$ cat config.mk
export PLATFORM = sky130hd
export DESIGN_NAME = cv32e40x_alu_iter
export DESIGN_NICKNAME = d
export VERILOG_FILES = /design/src/rtl/cv32e40x_pkg.sv /design/src/rtl/cv32e40x_alu_iter_step.sv /design/src/rtl/cv32e40x_alu_iter.sv
export SDC_FILE = /design/constraint.sdc
export NUM_CORES = 1
export LEC_CHECK = 0
export BUFFER_PORTS_ARGS = -buffer_cell sky130_fd_sc_hd__clkbuf_2
export CORE_ASPECT_RATIO = 1.5
export CORE_MARGIN = 5
export CORE_UTILIZATION = 50
export CTS_CLUSTER_DIAMETER = 100
export CTS_CLUSTER_SIZE = 25
export DETAILED_ROUTE_END_ITERATION = 6
export PLACE_DENSITY = 0.68
export SETUP_SLACK_MARGIN = 0.5
export SKIP_LAST_GASP = 1
export SLEW_MARGIN = 20
export SYNTH_ARGS = -nofsm -noshare
export SYNTH_HDL_FRONTEND = slang
export SYNTH_HIERARCHICAL = 1
export SYNTH_SLANG_ARGS = --single-unit
$ cat constraint.sdc
create_clock -name clk -period 4.36 [get_ports clk]
set_clock_uncertainty 0.15 [all_clocks]
set_input_delay 0.436 -clock clk [delete_from_list [all_inputs] [get_ports clk]]
set_output_delay 0.436 -clock clk [all_outputs]
set_load 0.01 [all_outputs]
$ cat src/rtl/cv32e40x_pkg.sv
// Shared types for the iterative ALU: operation encoding and FSM states.
package cv32e40x_pkg;

  typedef enum logic [1:0] {
    CLMUL  = 2'd0,
    CLMULH = 2'd1,
    CLMULR = 2'd2,
    CPOP   = 2'd3
  } alu_iter_op_e;

  typedef enum logic [1:0] {
    IDLE = 2'd0,
    BUSY = 2'd1,
    DONE = 2'd2
  } alu_iter_state_e;

endpackage

$ cat src/rtl/cv32e40x_alu_iter_step.sv
// One iteration of the multi-cycle ALU: folds STEP operand bits into the
// accumulator, either as a carry-less partial product or as a popcount.
module cv32e40x_alu_iter_step
  import cv32e40x_pkg::*;
#(
  parameter int WIDTH = 32,
  parameter int STEP  = 4
) (
  input  logic [1:0]         op,
  input  logic [2*WIDTH-1:0] a_sh,
  input  logic [STEP-1:0]    b_chunk,
  input  logic [2*WIDTH-1:0] acc,
  output logic [2*WIDTH-1:0] acc_next
);

  localparam int PCW = $clog2(STEP) + 1;

  logic [PCW-1:0]     pop;
  logic [2*WIDTH-1:0] xor_sum;

  always_comb begin
    pop     = '0;
    xor_sum = acc;
    for (int k = 0; k < STEP; k++) begin
      pop = pop + PCW'(b_chunk[k]);
      if (b_chunk[k]) begin
        xor_sum = xor_sum ^ (a_sh << k);
      end
    end
  end

  assign acc_next = (alu_iter_op_e'(op) == CPOP) ? acc + (2*WIDTH)'(pop) : xor_sum;

endmodule

$ cat src/rtl/cv32e40x_alu_iter.sv
// Iterative CLMUL/CLMULH/CLMULR/CPOP unit beside the EX-stage ALU, with
// valid/ready handshakes on both sides and a synchronous kill.
module cv32e40x_alu_iter
  import cv32e40x_pkg::*;
#(
  parameter int WIDTH      = 32,
  parameter int STEP       = 4,
  parameter int EARLY_TERM = 1
) (
  input  logic             clk,
  input  logic             rst_n,
  input  logic             valid_i,
  output logic             ready_o,
  input  logic [1:0]       op_i,
  input  logic [WIDTH-1:0] operand_a,
  input  logic [WIDTH-1:0] operand_b,
  input  logic             kill_i,
  output logic             valid_o,
  input  logic             ready_i,
  output logic [WIDTH-1:0] result_o
);

  localparam int N   = WIDTH / STEP;
  localparam int CW  = (N > 1) ? $clog2(N) : 1;
  localparam int CPW = $clog2(WIDTH) + 1;

  alu_iter_state_e    state;
  alu_iter_op_e       op_q;
  logic [2*WIDTH-1:0] a_sh;
  logic [WIDTH-1:0]   b_sh;
  logic [2*WIDTH-1:0] acc;
  logic [CW-1:0]      cnt;

  logic               accept;
  logic [2*WIDTH-1:0] acc_next;
  logic [WIDTH-1:0]   b_rest;
  logic               last;
  logic [WIDTH-1:0]   res_sel;

  assign ready_o = (state == IDLE);
  assign accept  = valid_i && ready_o && !kill_i;
  assign b_rest  = b_sh >> STEP;
  assign last    = (cnt == CW'(N - 1)) || ((EARLY_TERM != 0) && (b_rest == '0));

  cv32e40x_alu_iter_step #(
    .WIDTH (WIDTH),
    .STEP  (STEP)
  ) step_i (
    .op       (op_q),
    .a_sh     (a_sh),
    .b_chunk  (b_sh[STEP-1:0]),
    .acc      (acc),
    .acc_next (acc_next)
  );

  // Result is selected from the accumulator value of the final chunk so it
  // can be registered on the same edge that enters DONE.
  always_comb begin
    res_sel = acc_next[WIDTH-1:0];
    case (op_q)
      CLMULH:  res_sel = acc_next[2*WIDTH-1:WIDTH];
      CLMULR:  res_sel = acc_next[2*WIDTH-2:WIDTH-1];
      CPOP:    res_sel = WIDTH'(acc_next[CPW-1:0]);
      default: res_sel = acc_next[WIDTH-1:0];
    endcase
  end

  always_ff @(posedge clk) begin
    if (!rst_n) begin
      state    <= IDLE;
      op_q     <= CLMUL;
      a_sh     <= '0;
      b_sh     <= '0;
      acc      <= '0;
      cnt      <= '0;
      valid_o  <= 1'b0;
      result_o <= '0;
    end else if (kill_i) begin
      state   <= IDLE;
      valid_o <= 1'b0;
    end else begin
      case (state)
        IDLE: begin
          if (accept) begin
            op_q  <= alu_iter_op_e'(op_i);
            a_sh  <= {{WIDTH{1'b0}}, operand_a};
            b_sh  <= (alu_iter_op_e'(op_i) == CPOP) ? operand_a : operand_b;
            acc   <= '0;
            cnt   <= '0;
            state <= BUSY;
          end
        end
        BUSY: begin
          acc  <= acc_next;
          a_sh <= a_sh << STEP;
          b_sh <= b_rest;
          cnt  <= cnt + CW'(1);
          if (last) begin
            state    <= DONE;
            valid_o  <= 1'b1;
            result_o <= res_sel;
          end
        end
        DONE: begin
          if (ready_i) begin
            state   <= IDLE;
            valid_o <= 1'b0;
          end
        end
        default: state <= IDLE;
      endcase
    end
  end

endmodule
# After elaboration in Yosys (flattened, before gate mapping)

Index checks and enable logic that the tools add are counted.

Add/sub/neg operators: 5
Equal/unequal tests: 10
Bitwise gates (word level): 6
Reduce and logical (&&, ||, !) cells: 14
Multiplexer cells: 22

Operator list:

| kind                  | count |
|---|---|
| $mux W64              | 7 |
| $pmux W64 S2          | 2 |
| $xor A64 B64 Y64      | 4 |
| $pmux W32 S3          | 1 |
| $add A64 B3 Y64       | 1 |
| $mux W32              | 2 |
| $pmux W32 S2          | 1 |
| $logic_not A32 Y1     | 1 |
| $reduce_and A3 Y1     | 5 |
| $eq A2 B2 Y1 const B  | 4 |
| $add A3 B1 Y3         | 2 |
| $mux W2               | 3 |
| $pmux W2 S3           | 1 |
| $pmux W3 S2           | 1 |
| $eq A2 B1 Y1 const B  | 2 |
| $ne A2 B2 Y1 const B  | 2 |
| $reduce_bool A2 Y1    | 2 |
| $add A3 B1 Y3 const B | 1 |
| $eq A3 B3 Y1 const B  | 1 |
| $mux W3               | 1 |
| $add A1 B1 Y2         | 1 |
| $logic_and A1 B1 Y1   | 2 |
| $logic_not A2 Y1      | 1 |
| $mux W1               | 2 |
| other kinds (6)       | 7 |

Logic and storage cells: 65
Bits of input ports: 71
Flip-flop bits (word level): 200
Output and inout bits: 34

# Logic depth before layout (Yosys ltp)

Depth after elaboration: 10
Mapped depth: 16

# Modules after synthesis

The synthesis kept the hierarchy.

Modules (own cells, without submodules):

| module                 | times used | cells an instance | area each (µm²) |
|---|---|---|---|
| cv32e40x_alu_iter      | 1          | 890               | 8560.7 |
| cv32e40x_alu_iter_step | 1          | 757               | 4619.4 |

# Worst setup path before layout

Ideal clock, no wire load.

Path kind: register to register
Start point: register b_sh[1]
End point: register result_o[15]
Setup slack: 742 ps
Period minus slack after synthesis: 3618 ps
Cell stages (with the launch flop): 17
Arrival time: 3396 ps
Path through: dfxtp_1 -> clkbuf_1 -> buf_1 -> inv_1 -> fa_1 -> inv_1 -> fa_1 -> and2_1 -> nand4_4 -> nor4_4 -> nor3b_4 -> a31oi_1 -> xnor2_1 -> mux2i_1 -> o2bb2ai_1 -> nand2_1 -> mux2i_1

Word-level cells in the longest chain between the ends: 7
Elaborated cells between the ends (all ways): 11
Those cells by class: add/sub (4); mux (5); bitwise (2)

Ends and longest elaborated chain:

| element                                                                 | RTL line                     | source |
|---|---|---|
| start: declaration                                                      | cv32e40x_alu_iter.sv:30      | `logic [WIDTH-1:0] b_sh;` |
| start signal: assignment                                                | cv32e40x_alu_iter.sv:87      | `b_sh <= (alu_iter_op_e'(op_i) == CPOP) ? operand_a : operand_b;` |
| start signal: assignment                                                | cv32e40x_alu_iter.sv:96      | `b_sh <= b_rest;` |
| parallel branches: the longest is 5 deep, another holds $add A64 B3 Y64 | n/a                          |  |
| $mux W64 (*)                                                            | cv32e40x_alu_iter_step.sv:32 | `assign acc_next = (alu_iter_op_e'(op) == CPOP) ? acc + (2*WIDTH)'(pop) : xor_sum;` |
| named net acc_next[46]                                                  | cv32e40x_alu_iter.sv:35      | `logic [2*WIDTH-1:0] acc_next;` |
| $pmux W32 S3 (*)                                                        | cv32e40x_alu_iter.sv:60      | `case (op_q)` |
| end signal: assignment                                                  | cv32e40x_alu_iter.sv:101     | `result_o <= res_sel;` |
| end: declaration                                                        | cv32e40x_alu_iter.sv:20      | `output logic [WIDTH-1:0] result_o` |

Mark *: on every way through the listed nets, which the timed path passes.
A chain may end at the register's enable or synchronous reset.

# Final worst setup path

Start point: register acc[0]
End point: register result_o[14]

Word-level cells in the longest chain between the ends: 3

Ends and longest elaborated chain:

| element                  | RTL line                     | source |
|---|---|---|
| start: declaration       | cv32e40x_alu_iter.sv:31      | `logic [2*WIDTH-1:0] acc;` |
| start signal: assignment | cv32e40x_alu_iter.sv:94      | `acc <= acc_next;` |
| $add A64 B3 Y64          | cv32e40x_alu_iter_step.sv:32 |  |
| $mux W64                 | cv32e40x_alu_iter_step.sv:32 |  |
| named net acc_next[46]   | cv32e40x_alu_iter.sv:35      |  |
| $pmux W32 S3             | cv32e40x_alu_iter.sv:60      |  |

The timed path passes the listed nets, and every way through them passes these cells.

==> impl_metrics.json <==
{
  "grt_max_degree": 95,
  "final_nets": 1761,
  "grt_pass1_wl_mm": 60.63,
  "synth_compound_area_frac": 0.1780,
  "avgSynthCellArea_um2": 8.003,
  "drive_gt1_frac": 0.1349,
  "vdd_ir_drop_max_mv": 0.2892,
  "utilization": 0.5625,
  "async_flop_share": 0,
  "synth_top_area_cell": "dfxtp_1",
  "place_hpwl_mm": 26.52,
  "first_pass_iters": 5,
  "cpPeakStageDelay_ps": 520,
  "ctsHoldBuffers": 0,
  "ys_top_cells_by_area": "dfxtp_1 (30%), nand2_1 (13%), xnor2_1 (12%)",
  "drt_iter0_drc": 825,
  "synthMuxAreaShare": 0.07993,
  "vias": 11740,
  "leakage_nw": 5.316,
  "cts_buffer_depth": 2,
  "cts.root.buffer_cell": "clkbuf_16",
  "die_w_um": 142.6,
  "r2r_cells": 16,
  "clock.fmax_mhz": 267.7,
  "synth_nets": 1724,
  "avgRoutedWirePerCell_um": 18.45,
  "setup_viol": 0,
  "synth_seq_cells": 200,
  "path_buf_inv": 4,
  "slew-limit-headroom": 0.2773,
  "final.setup.tns_ps": 0,
  "final_max_slew_viol_count": 0,
  "min_period_ps": 3736,
  "syn_inst": 1647,
  "worst_pin_slew_ps": 1080,
  "rsz0062_at_grt": "yes",
  "synth_simple_gate_area_frac": 0.2191,
  "fp.dieH_um": 208.9,
  "hold_start": "operand_a[11]",
  "yosysWarnings": 6,
  "cp.required_ps": 4600,
  "worstPathMaxFanout": 3,
  "ys_seq_area_frac": 0.3038,
  "holdPathStages": 3,
  "clk_pin_slew_ps": 80,
  "synthAdderAreaFrac": 0.007405,
  "critPathTopFamily": "adder cells",
  "grt_pass1_vias": 11570,
  "area_growth_pct": 10.72,
  "clock-sinks": 200,
  "cp-start-kind": "flop",
  "avgViaCountPerCell": 5.785,
  "synth_common_cells": "nand2_1 (442), dfxtp_1 (200), xnor2_1 (183)",
  "drv_cap": 0,
  "yosysMostFrequentCell": "nand2_1",
  "ant_nets": 0,
  "critPathKind": "reg -> reg",
  "initial_core_util": 0.5080,
  "route.detailed.drc": 0,
  "worst_hold_path.endpoint": "a_sh[11]$_SDFFE_PN0P_",
  "end_kind": "flop",
  "synth_top_family_by_area": "simple AND/OR/NAND/NOR gates",
  "hold_violations": 0,
  "synth_edf_count": 0,
  "track_usage": 0.2491,
  "diodes": 0,
  "io_pins": 105,
  "hold_path_class": "in -> reg",
  "dieArea_um2": 29770,
  "status": "complete, no violations",
  "clkLatencyLatePin_ps": 460,
  "cts_tree": "done",
  "std_cell_rows": 72,
  "mappedNetlistArea_um2": 13180,
  "synth_flop_cell": "dfxtp_1",
  "routed_wl_mm": 37.46,
  "fill_cells": 2398,
  "gp_congestion": 0.8924,
  "worstReg2RegEnd": "result_o[14]$_SDFFE_PN0P_",
  "antenna_found_initial": 0,
  "synthXorXnorAreaFrac": 0.1661,
  "grt-ovfl-total": 0,
  "ys_types": 65,
  "crit_chain": "fa_1, inv_1, fa_2, inv_2, fa_2, and2_4, nand4_4, nor4_4, buf_4, nor3b_4, a31oi_1, xnor2_1, buf_4, o2bb2ai_1, nand2_1, mux2i_1",
  "critPathSlowestCell": "fa_1",
  "timing.rr.start": "acc[0]$_SDFFE_PN0P_",
  "rrSetupSlack_ps": 620,
  "cts_made_buffers": 17,
  "crit_arrival_ps": 3970,
  "port_buffers": 104,
  "synth_top_area_share": 0.3038,
  "core-area_um2": 25940,
  "cts_max_level": 4,
  "fin_crit_sh": 0.8569,
  "powerDensity_nw_per_um2": 289.1
}
stage by stage:
stage               hold WS, ps  cell area, um2  cells  power (mW)  worst slack, ps
floorplan                 283.9           13180   1647       2.380            742.5
global placement          293.0           13790   1984       2.562            513.8
detailed placement        296.3           13790   1984       2.568            384.9
CTS                       87.12           14420   2019       4.232            515.1
global route              96.81           14590   2030       4.374            387.4
finish                    93.93           14590   2030       4.219            624.1
worst max-delay path by stage:
stage / to / from / slack, ps / cells after the start
after global placement: result_o[19]$_SDFFE_PN0P_ / acc[0]$_SDFFE_PN0P_ / 510 / 16
after global routing: result_o[16]$_SDFFE_PN0P_ / acc[0]$_SDFFE_PN0P_ / 390 / 13
after floorplan: result_o[15]$_SDFFE_PN0P_ / b_sh[1]$_SDFFE_PN0P_ / 740 / 16
after detailed placement: result_o[9]$_SDFFE_PN0P_ / acc[0]$_SDFFE_PN0P_ / 380 / 16
after CTS: result_o[5]$_SDFFE_PN0P_ / acc[0]$_SDFFE_PN0P_ / 520 / 15
final: result_o[14]$_SDFFE_PN0P_ / acc[0]$_SDFFE_PN0P_ / 620 / 16
tightest hold or removal path, stage by stage:
cell	delay (ps)
clkbuf_2	90
nand2_1	60
a311oi_1	80
repair_timing:
| item | in CTS | in global routing |
|---|---|---|
| buffers inserted | 3 | 11 |
| gates resized for setup | 0 | 27 |
| endpoints found under the setup margin | 11 | 31 |
| gates cloned | 0 | 0 |
| pin swaps | 1 | 21 |
area by class of cell:
cell class                      count  area (um2)  share of cell area
Clock buffer                       18       429.2             0.02941
Clock inverter                     14       177.7             0.01218
Inverter                           12       45.04            0.003087
Multi-Input combinational cell   1312        8685              0.5951
Sequential cell                   200        4014              0.2751
Tap cell                          333       416.7             0.02855
Timing Repair Buffer              141       825.8             0.05659
registers in the layout (all words and copies together) (netlist names):
signal and flops:
a_sh 64, cnt 3, op_q 2, result_o 32, b_sh 32, valid_o 1
acc 64, state 2
routing by layer:
layer / up-vias / wire length (um) / track usage
met2: 388 / 18140 / 0.4190
met5: - / 0 / 0
met3: 96 / 1951 / 0.03911
li1: 5721 / - / -
met1: 5538 / 15600 / 0.3075
met4: 0 / 1769 / 0.1204
cells in the final DEF (no fill, tap or decap), types with 36 or more instances in the layout:
master and instances:
nand2_1 441, dfxtp_1 194, xnor2_1 182, clkbuf_2 103, mux2i_1 94, nor2_1 89, a22o_1 72, xor2_1 66
a22oi_1 36, buf_4 36
cell families after synthesis:
kind of cell | after synthesis
simple gates | 652
compound gates | 300
xor+xnor | 250
flops | 200
buf+inv | 135
mux | 104
fa+ha+maj | 6
power breakdown:
group	switching [mW]	internal, mW
Combinational	0.365	0.215
Clock	0.812	0.878
Sequential	0.0747	1.87
Total	1.25	2.97
Note: power is estimated with default switching activity, not from simulation.
